**src/rtl/fir_tdm_mac.sv**
```systemverilog
`default_nettype none
// ============================================================================
// Module   : fir_tdm_mac
// Purpose  : Multi-channel time-multiplexed FIR filter. A single shared
//            multiply-accumulate unit runs one tap per cycle over a
//            per-channel circular sample history. Coefficients can be
//            reprogrammed at runtime.
// Options  : FIR_SAT_EN - saturate the output to W_Y bits and add the m_sat
//            port. When undefined, the output keeps the low W_Y bits.
// Revision : 1.0 - initial release
// ============================================================================
module fir_tdm_mac #(
  parameter int N_TAPS = 8,
  parameter int C      = 2,
  parameter int W_X    = 8,
  parameter int W_K    = 8,
  parameter int SHIFT  = 0,
  parameter int W_Y    = 16,
  localparam int W_C   = (C > 1) ? $clog2(C) : 1,
  localparam int W_A   = $clog2(N_TAPS),
  localparam int W_ACC = W_X + W_K + $clog2(N_TAPS)
) (
  input  logic           clk,
  input  logic           rstn,
  input  logic           s_valid,
  output logic           s_ready,
  input  logic [W_X-1:0] s_data,
  input  logic [W_C-1:0] s_chan,
  output logic           m_valid,
  input  logic           m_ready,
  output logic [W_Y-1:0] m_data,
  output logic [W_C-1:0] m_chan,
`ifdef FIR_SAT_EN
  output logic           m_sat,
`endif
  input  logic           coef_we,
  input  logic [W_A-1:0] coef_addr,
  input  logic [W_K-1:0] coef_wdata,
  output logic           coef_ready
);

  // Full-precision product width and the post-process working width
  // (one guard bit so the rounding offset can never wrap).
  localparam int W_P = W_X + W_K;
  localparam int W_R = W_ACC + 1;

  localparam logic [W_C:0] C_CH_LIM = (W_C + 1)'(C);
  localparam logic [W_A:0] C_N_EXT  = (W_A + 1)'(N_TAPS);
  localparam logic [W_A-1:0] C_LAST = W_A'(N_TAPS - 1);

  typedef enum logic [1:0] {
    S_IDLE = 2'd0,
    S_MAC  = 2'd1,
    S_OUT  = 2'd2
  } state_e;

  state_e state_q, state_d;

  // Storage: coefficients, per-channel sample rings and ring head pointers.
  logic [W_K-1:0] coef_q [N_TAPS];
  logic [W_X-1:0] hist_q [C][N_TAPS];
  logic [W_A-1:0] head_q [C];

  logic [W_C-1:0] ch_q, ch_d;
  logic [W_A-1:0] tap_q, tap_d;
  logic [W_ACC-1:0] acc_q, acc_d;
  logic           m_valid_q, m_valid_d;
  logic [W_Y-1:0] m_data_q, m_data_d;
  logic [W_C-1:0] m_chan_q, m_chan_d;
`ifdef FIR_SAT_EN
  logic           m_sat_q, m_sat_d;
`endif

  logic           w_accept;
  logic           w_chan_ok;
  logic           w_coef_wr;
  logic [W_A-1:0] w_head_cur;
  logic [W_A-1:0] w_head_nxt;
  logic [W_A:0]   w_rd_wide;
  logic [W_A-1:0] w_rd_idx;
  logic [W_X-1:0] w_x;
  logic [W_K-1:0] w_k;
  logic [W_P-1:0] w_x_ext;
  logic [W_P-1:0] w_k_ext;
  logic [W_P-1:0] w_prod;
  logic [W_ACC-1:0] w_prod_ext;
  logic signed [W_R-1:0] w_ext;
  logic signed [W_R-1:0] w_shifted;
  logic [W_Y-1:0] w_y;
`ifdef FIR_SAT_EN
  logic           w_clip;
`endif

  // Channel indices at or above C are swallowed without touching state.
  assign w_chan_ok = ({1'b0, s_chan} < C_CH_LIM);
  assign w_accept  = s_valid & s_ready;
  assign w_coef_wr = coef_we & coef_ready;

  // Ring head advance for the incoming channel, wrapping N_TAPS-1 -> 0.
  assign w_head_cur = head_q[s_chan];
  assign w_head_nxt = (w_head_cur == C_LAST) ? '0 : (w_head_cur + W_A'(1));

  // Tap i reads entry (head - i) mod N_TAPS; works for any N_TAPS.
  assign w_rd_wide = {1'b0, head_q[ch_q]} + C_N_EXT - {1'b0, tap_q};
  assign w_rd_idx  = (w_rd_wide >= C_N_EXT) ? W_A'(w_rd_wide - C_N_EXT)
                                            : w_rd_wide[W_A-1:0];

  // Signed multiply done on sign-extended operands; the low W_P bits of the
  // product are the exact two's-complement result.
  assign w_x        = hist_q[ch_q][w_rd_idx];
  assign w_k        = coef_q[tap_q];
  assign w_x_ext    = {{W_K{w_x[W_X-1]}}, w_x};
  assign w_k_ext    = {{W_X{w_k[W_K-1]}}, w_k};
  assign w_prod     = w_x_ext * w_k_ext;
  assign w_prod_ext = {{(W_ACC - W_P){w_prod[W_P-1]}}, w_prod};

  assign w_ext = {acc_q[W_ACC-1], acc_q};

  generate
    if (SHIFT > 0) begin : g_round
      localparam logic signed [W_R-1:0] C_HALF = W_R'(1) << (SHIFT - 1);
      // Round half up, then arithmetic shift.
      assign w_shifted = (w_ext + C_HALF) >>> SHIFT;
    end else begin : g_no_round
      assign w_shifted = w_ext;
    end
  endgenerate

`ifdef FIR_SAT_EN
  localparam logic signed [W_R-1:0] C_YMAX = {{(W_R - W_Y + 1){1'b0}}, {(W_Y - 1){1'b1}}};
  localparam logic signed [W_R-1:0] C_YMIN = {{(W_R - W_Y + 1){1'b1}}, {(W_Y - 1){1'b0}}};
  logic w_hi;
  logic w_lo;
  assign w_hi   = (w_shifted > C_YMAX);
  assign w_lo   = (w_shifted < C_YMIN);
  assign w_clip = w_hi | w_lo;
  assign w_y    = w_hi ? C_YMAX[W_Y-1:0] :
                  w_lo ? C_YMIN[W_Y-1:0] : w_shifted[W_Y-1:0];
`else
  // Two's-complement wrap: the bits above W_Y are intentionally dropped.
  logic w_unused_hi;
  assign w_unused_hi = ^w_shifted[W_R-1:W_Y];
  assign w_y         = w_shifted[W_Y-1:0];
`endif

  // Next-state and datapath control for the IDLE -> MAC -> OUT sequence.
  always_comb begin
    state_d    = state_q;
    ch_d       = ch_q;
    tap_d      = tap_q;
    acc_d      = acc_q;
    m_valid_d  = m_valid_q;
    m_data_d   = m_data_q;
    m_chan_d   = m_chan_q;
`ifdef FIR_SAT_EN
    m_sat_d    = m_sat_q;
`endif
    s_ready    = 1'b0;
    coef_ready = 1'b0;
    case (state_q)
      S_IDLE: begin
        s_ready    = 1'b1;
        coef_ready = 1'b1;
        if (s_valid && w_chan_ok) begin
          ch_d    = s_chan;
          tap_d   = '0;
          acc_d   = '0;
          state_d = S_MAC;
        end
      end
      S_MAC: begin
        acc_d = acc_q + w_prod_ext;
        tap_d = tap_q + W_A'(1);
        if (tap_q == C_LAST) begin
          tap_d   = '0;
          state_d = S_OUT;
        end
      end
      S_OUT: begin
        if (!m_valid_q) begin
          m_valid_d = 1'b1;
          m_data_d  = w_y;
          m_chan_d  = ch_q;
`ifdef FIR_SAT_EN
          m_sat_d   = w_clip;
`endif
        end else if (m_ready) begin
          m_valid_d = 1'b0;
          state_d   = S_IDLE;
        end
      end
      default: begin
        state_d = S_IDLE;
      end
    endcase
  end

  // State register.
  always_ff @(posedge clk or negedge rstn) begin
    if (!rstn) begin
      state_q <= S_IDLE;
    end else begin
      state_q <= state_d;
    end
  end

  // Accumulator, tap counter and output holding registers.
  always_ff @(posedge clk or negedge rstn) begin
    if (!rstn) begin
      ch_q      <= '0;
      tap_q     <= '0;
      acc_q     <= '0;
      m_valid_q <= 1'b0;
      m_data_q  <= '0;
      m_chan_q  <= '0;
`ifdef FIR_SAT_EN
      m_sat_q   <= 1'b0;
`endif
    end else begin
      ch_q      <= ch_d;
      tap_q     <= tap_d;
      acc_q     <= acc_d;
      m_valid_q <= m_valid_d;
      m_data_q  <= m_data_d;
      m_chan_q  <= m_chan_d;
`ifdef FIR_SAT_EN
      m_sat_q   <= m_sat_d;
`endif
    end
  end

  // Coefficient writes and per-channel sample history updates.
  always_ff @(posedge clk or negedge rstn) begin
    if (!rstn) begin
      for (int i = 0; i < N_TAPS; i++) begin
        coef_q[i] <= '0;
      end
      for (int c = 0; c < C; c++) begin
        head_q[c] <= '0;
        for (int i = 0; i < N_TAPS; i++) begin
          hist_q[c][i] <= '0;
        end
      end
    end else begin
      if (w_coef_wr) begin
        coef_q[coef_addr] <= coef_wdata;
      end
      if (w_accept && w_chan_ok) begin
        head_q[s_chan]             <= w_head_nxt;
        hist_q[s_chan][w_head_nxt] <= s_data;
      end
    end
  end

  assign m_valid = m_valid_q;
  assign m_data  = m_data_q;
  assign m_chan  = m_chan_q;
`ifdef FIR_SAT_EN
  assign m_sat   = m_sat_q;
`endif

endmodule
`default_nettype wire
```
**config.mk**
```make
export PLATFORM = sky130hd
export DESIGN_NAME = fir_tdm_mac
export DESIGN_NICKNAME = d
export VERILOG_FILES = /design/src/rtl/fir_tdm_mac.sv
export SDC_FILE = /design/constraint.sdc
export NUM_CORES = 1
export LEC_CHECK = 0
export BUFFER_PORTS_ARGS = -buffer_cell sky130_fd_sc_hd__buf_2
export CORE_MARGIN = 5
export CORE_UTILIZATION = 30
export DETAILED_ROUTE_END_ITERATION = 7
export PLACE_DENSITY = 0.43
export SYNTH_ARGS = -nofsm -noshare
export SYNTH_HDL_FRONTEND = slang
export SYNTH_SLANG_ARGS = --single-unit
```
**constraint.sdc**
```tcl
create_clock -name clk -period 11 [get_ports clk]
set_input_delay 1.1 -clock clk [delete_from_list [all_inputs] [get_ports clk]]
set_output_delay 1.1 -clock clk [all_outputs]
set_load 0.05 [all_outputs]
```
==> impl_metrics.env <==
export IMPL_ys_warn_count=0
export IMPL_rr_worst_depth=28
export IMPL_crit_path_start_kind="flop"
export IMPL_portBuffers=44
export IMPL_grt_pass1_wl_mm=51.58
export IMPL_ys_seq_elements=238
export IMPL_synth_simple_area_share_pct=5.935
export IMPL_period_share_pct=76.07
export IMPL_status="finished clean"
export IMPL_max_freq_mhz=119.5
export IMPL_routed_via_density=4.710
export IMPL_muxShareOfSynthArea_pct=28.02
export IMPL_hold_start="hist_q[74]"
export IMPL_rrSetupSlack_ps=2630
export IMPL_drt_total_wl_mm=32.48
export IMPL_final_hold_violation_count=0
export IMPL_drc=0
export IMPL_yosysUniqueCellTypes=55
export IMPL_diodes=0
export IMPL_core_sq_um=45280
export IMPL_cp_data_required_time_ps=11430
export IMPL_avgSynthCellArea_sq_um=13.38
export IMPL_period_minus_slack_ps=8368
export IMPL_drtIter0Drc=410
export IMPL_antenna_left=0
export IMPL_synth_cells=1026
export IMPL_async_reset_ff_share_pct=100.0
export IMPL_crit_top_cell="fa_1"
export IMPL_multi_input_area_sq_um=7217
export IMPL_seq_area_frac_synth_pct=43.40
export IMPL_crit_path_max_incr_delay_ps=640
export IMPL_crit_reg2reg_capture="acc_q[15]"
export IMPL_wl_per_cell_um=19.13
export IMPL_setup_viol=0
export IMPL_whs_path_depth=1
export IMPL_rsz0062_at_grt="no"
export IMPL_syn_to_final_growth_pct=13.50
export IMPL_layout_nets=1209
export IMPL_maxSlewHeadroom_pct=20.80
export IMPL_cts_tree="yes"
export IMPL_cp_max_fo=36
export IMPL_worstReg2RegStart="ch_q"
export IMPL_synth_nets=1156
export IMPL_initial_core_util_pct=30.31
export IMPL_drt_first_pass_iters=4
export IMPL_die_y_um=223.9
export IMPL_path_class="flop to flop"
export IMPL_cp_arrival_ps=8800
export IMPL_place_congestion=0.7435
export IMPL_antenna_found_initial=1
export IMPL_synth_top_family_by_area="multiplexers"
export IMPL_cp_slowest_cell="mux4_2"
export IMPL_num_rows=78
export IMPL_tightest_slew_ps=1188
export IMPL_hold_path_class="flop to flop"
export IMPL_synth_most_common_cell="dfrtp_1"
export IMPL_drive_gt1_share_pct=33.70
export IMPL_crit_path_end_kind="flop"
export IMPL_synthAdderAreaFrac_pct=12.75
export IMPL_synthFlopType="dfrtp_1"
export IMPL_hold_end="hist_q[74]"
export IMPL_vias=7998
export IMPL_skew_ps=17.60
export IMPL_synth_compound_area_share_pct=3.456
export IMPL_dieArea_sq_um=50120
export IMPL_die_w_um=223.9
export IMPL_regArea_sq_um=5957
export IMPL_cts_root_buffer="clkbuf_16"
export IMPL_ctsHoldBuffers=0
export IMPL_h_tree_depth=1
export IMPL_cts_sinks=238
export IMPL_yosysTopAreaCell="dfrtp_1"
export IMPL_io_pins=45
export IMPL_grt_max_degree=98
export IMPL_place_hpwl_mm=22.54
export IMPL_cts_setup_buffers=0
export IMPL_first_global_vias=8621
export IMPL_clock_path_buffers=3
export IMPL_synthTopCellsByCount="238 x dfrtp_1, 207 x mux2_2, 99 x inv_1"
export IMPL_ctsResizeCount=0
export IMPL_maxCapViolCount=0
export IMPL_yosys_top_cells_area="dfrtp_1 43%, mux2_2 17%, fa_1 8.5%"
export IMPL_synth_area_sq_um=13720
export IMPL_clk_latency_ps=570
export IMPL_cts_buffers=29
export IMPL_track_usage_pct=13.11
export IMPL_final_util_pct=34.40
export IMPL_post_synth_xor_area_fraction_pct=2.434
export IMPL_overflow=0
export IMPL_synth_edff_count=0
export IMPL_clk_pin_slew_ps=70
export IMPL_fill_cells=4497
export IMPL_maxSlewViolCount=0
export IMPL_yosysTopAreaCellShare_pct=43.40
export IMPL_finalSetupTns_ps=0
==> routing by layer <==
| layer | vias up | track usage, % | routed length, um |
|---|---|---|---|
| met4 | 2 | 3.656 | 940 |
| li1 | 3693 | - | - |
| met2 | 83 | 21.60 | 15490 |
| met5 | - | 0 | 9 |
| met3 | 48 | 2.136 | 908 |
| met1 | 4172 | 18.02 | 15130 |
==> per-stage QoR <==
stage          worst slack (ps)  instances  area [sq um]  hold WS, ps
6_report                   2632       1698         15580        485.2
5_1_grt                    2098       1698         15580        505.6
4_1_cts                    2500       1698         15580        488.8
3_5_place_dp               2467       1648         14620        475.3
3_3_place_gp               2623       1648         14620        463.4
2_1_floorplan              3354       1026         13720        453.3
==> how the worst max path moves through the flow <==
stage                   from         to  cells past startpoint
finish                  ch_q  acc_q[15]                     28
global route            ch_q  acc_q[15]                     29
CTS                     ch_q  acc_q[15]                     28
detailed placement      ch_q  acc_q[15]                     28
global placement        ch_q  acc_q[15]                     28
floorplan           tap_q[1]  acc_q[15]                     29
==> placed cells by master, fill, tap and decap left out, types with 4 or more instances in the layout <==
| master | netlist | layout |
|---|---|---|
| mux2_2 | 207 | 207 |
| buf_4 | 5 | 12 |
| nor2_2 | 6 | 6 |
| dfrtp_1 | 238 | 237 |
| nand2_1 | 49 | 49 |
| buf_2 | 8 | 43 |
| and2_1 | 13 | 13 |
| nand2b_1 | 10 | 10 |
| a21oi_1 | 16 | 16 |
| o21ai_0 | 18 | 18 |
| inv_1 | 99 | 99 |
| a22o_1 | 4 | 4 |
| nor2_1 | 25 | 25 |
| mux2i_1 | 7 | 7 |
| clkinv_2 | 0 | 5 |
| clkbuf_1 | 16 | 5 |
| and3_1 | 7 | 7 |
| ha_1 | 47 | 47 |
| nor2b_1 | 37 | 37 |
| xor2_1 | 9 | 9 |
| clkbuf_8 | 0 | 6 |
| mux2_1 | 13 | 13 |
| mux4_2 | 50 | 50 |
| mux4_1 | 6 | 6 |
| xnor2_1 | 21 | 21 |
| a21o_1 | 8 | 8 |
| fa_1 | 58 | 58 |
| o21a_1 | 4 | 4 |
| clkbuf_16 | 0 | 29 |
| nor3_1 | 5 | 5 |
==> kinds of logic after synthesis <==
group	Yosys count
AND/OR/NAND/NOR	160
flip-flops	238
XOR/XNOR	33
adder cells (fa/ha/maj)	105
buffers and inverters	133
AO/OA/AOI/OAI	73
multiplexers	284
==> sequential cells by signal, summed over array words and instances, names as in the netlist <==
register / count
coef_q: 64
tap_q: 3
acc_q: 16
m_chan: 1
state_q: 2
m_data: 16
hist_q: 128
head_q: 6
ch_q: 1
m_valid: 1
==> worst max-delay path, delay by kind of cell (launching register included) <==
family	cells	cell delay, ps
muxes	2	1060
AOI/OAI and AO/OA	9	1480
and+or+nand+nor	1	260
adders and majority gates	7	3220
buffers and inverters	4	730
DFF	1	360
xor gates and xnor gates	5	1150
==> layout make-up <==
class	instances	area share (%)
multi-input combinational	655	46.33
clock buffer	40	5.310
inverter	99	2.386
tap	600	4.820
sequential	238	38.24
clock inverter	10	0.8515
timing repair buffer	56	2.056
Power is left out: the tool's default activity adds up to more than one toggle a clock period on the data nets, which glitch-free logic cannot reach.
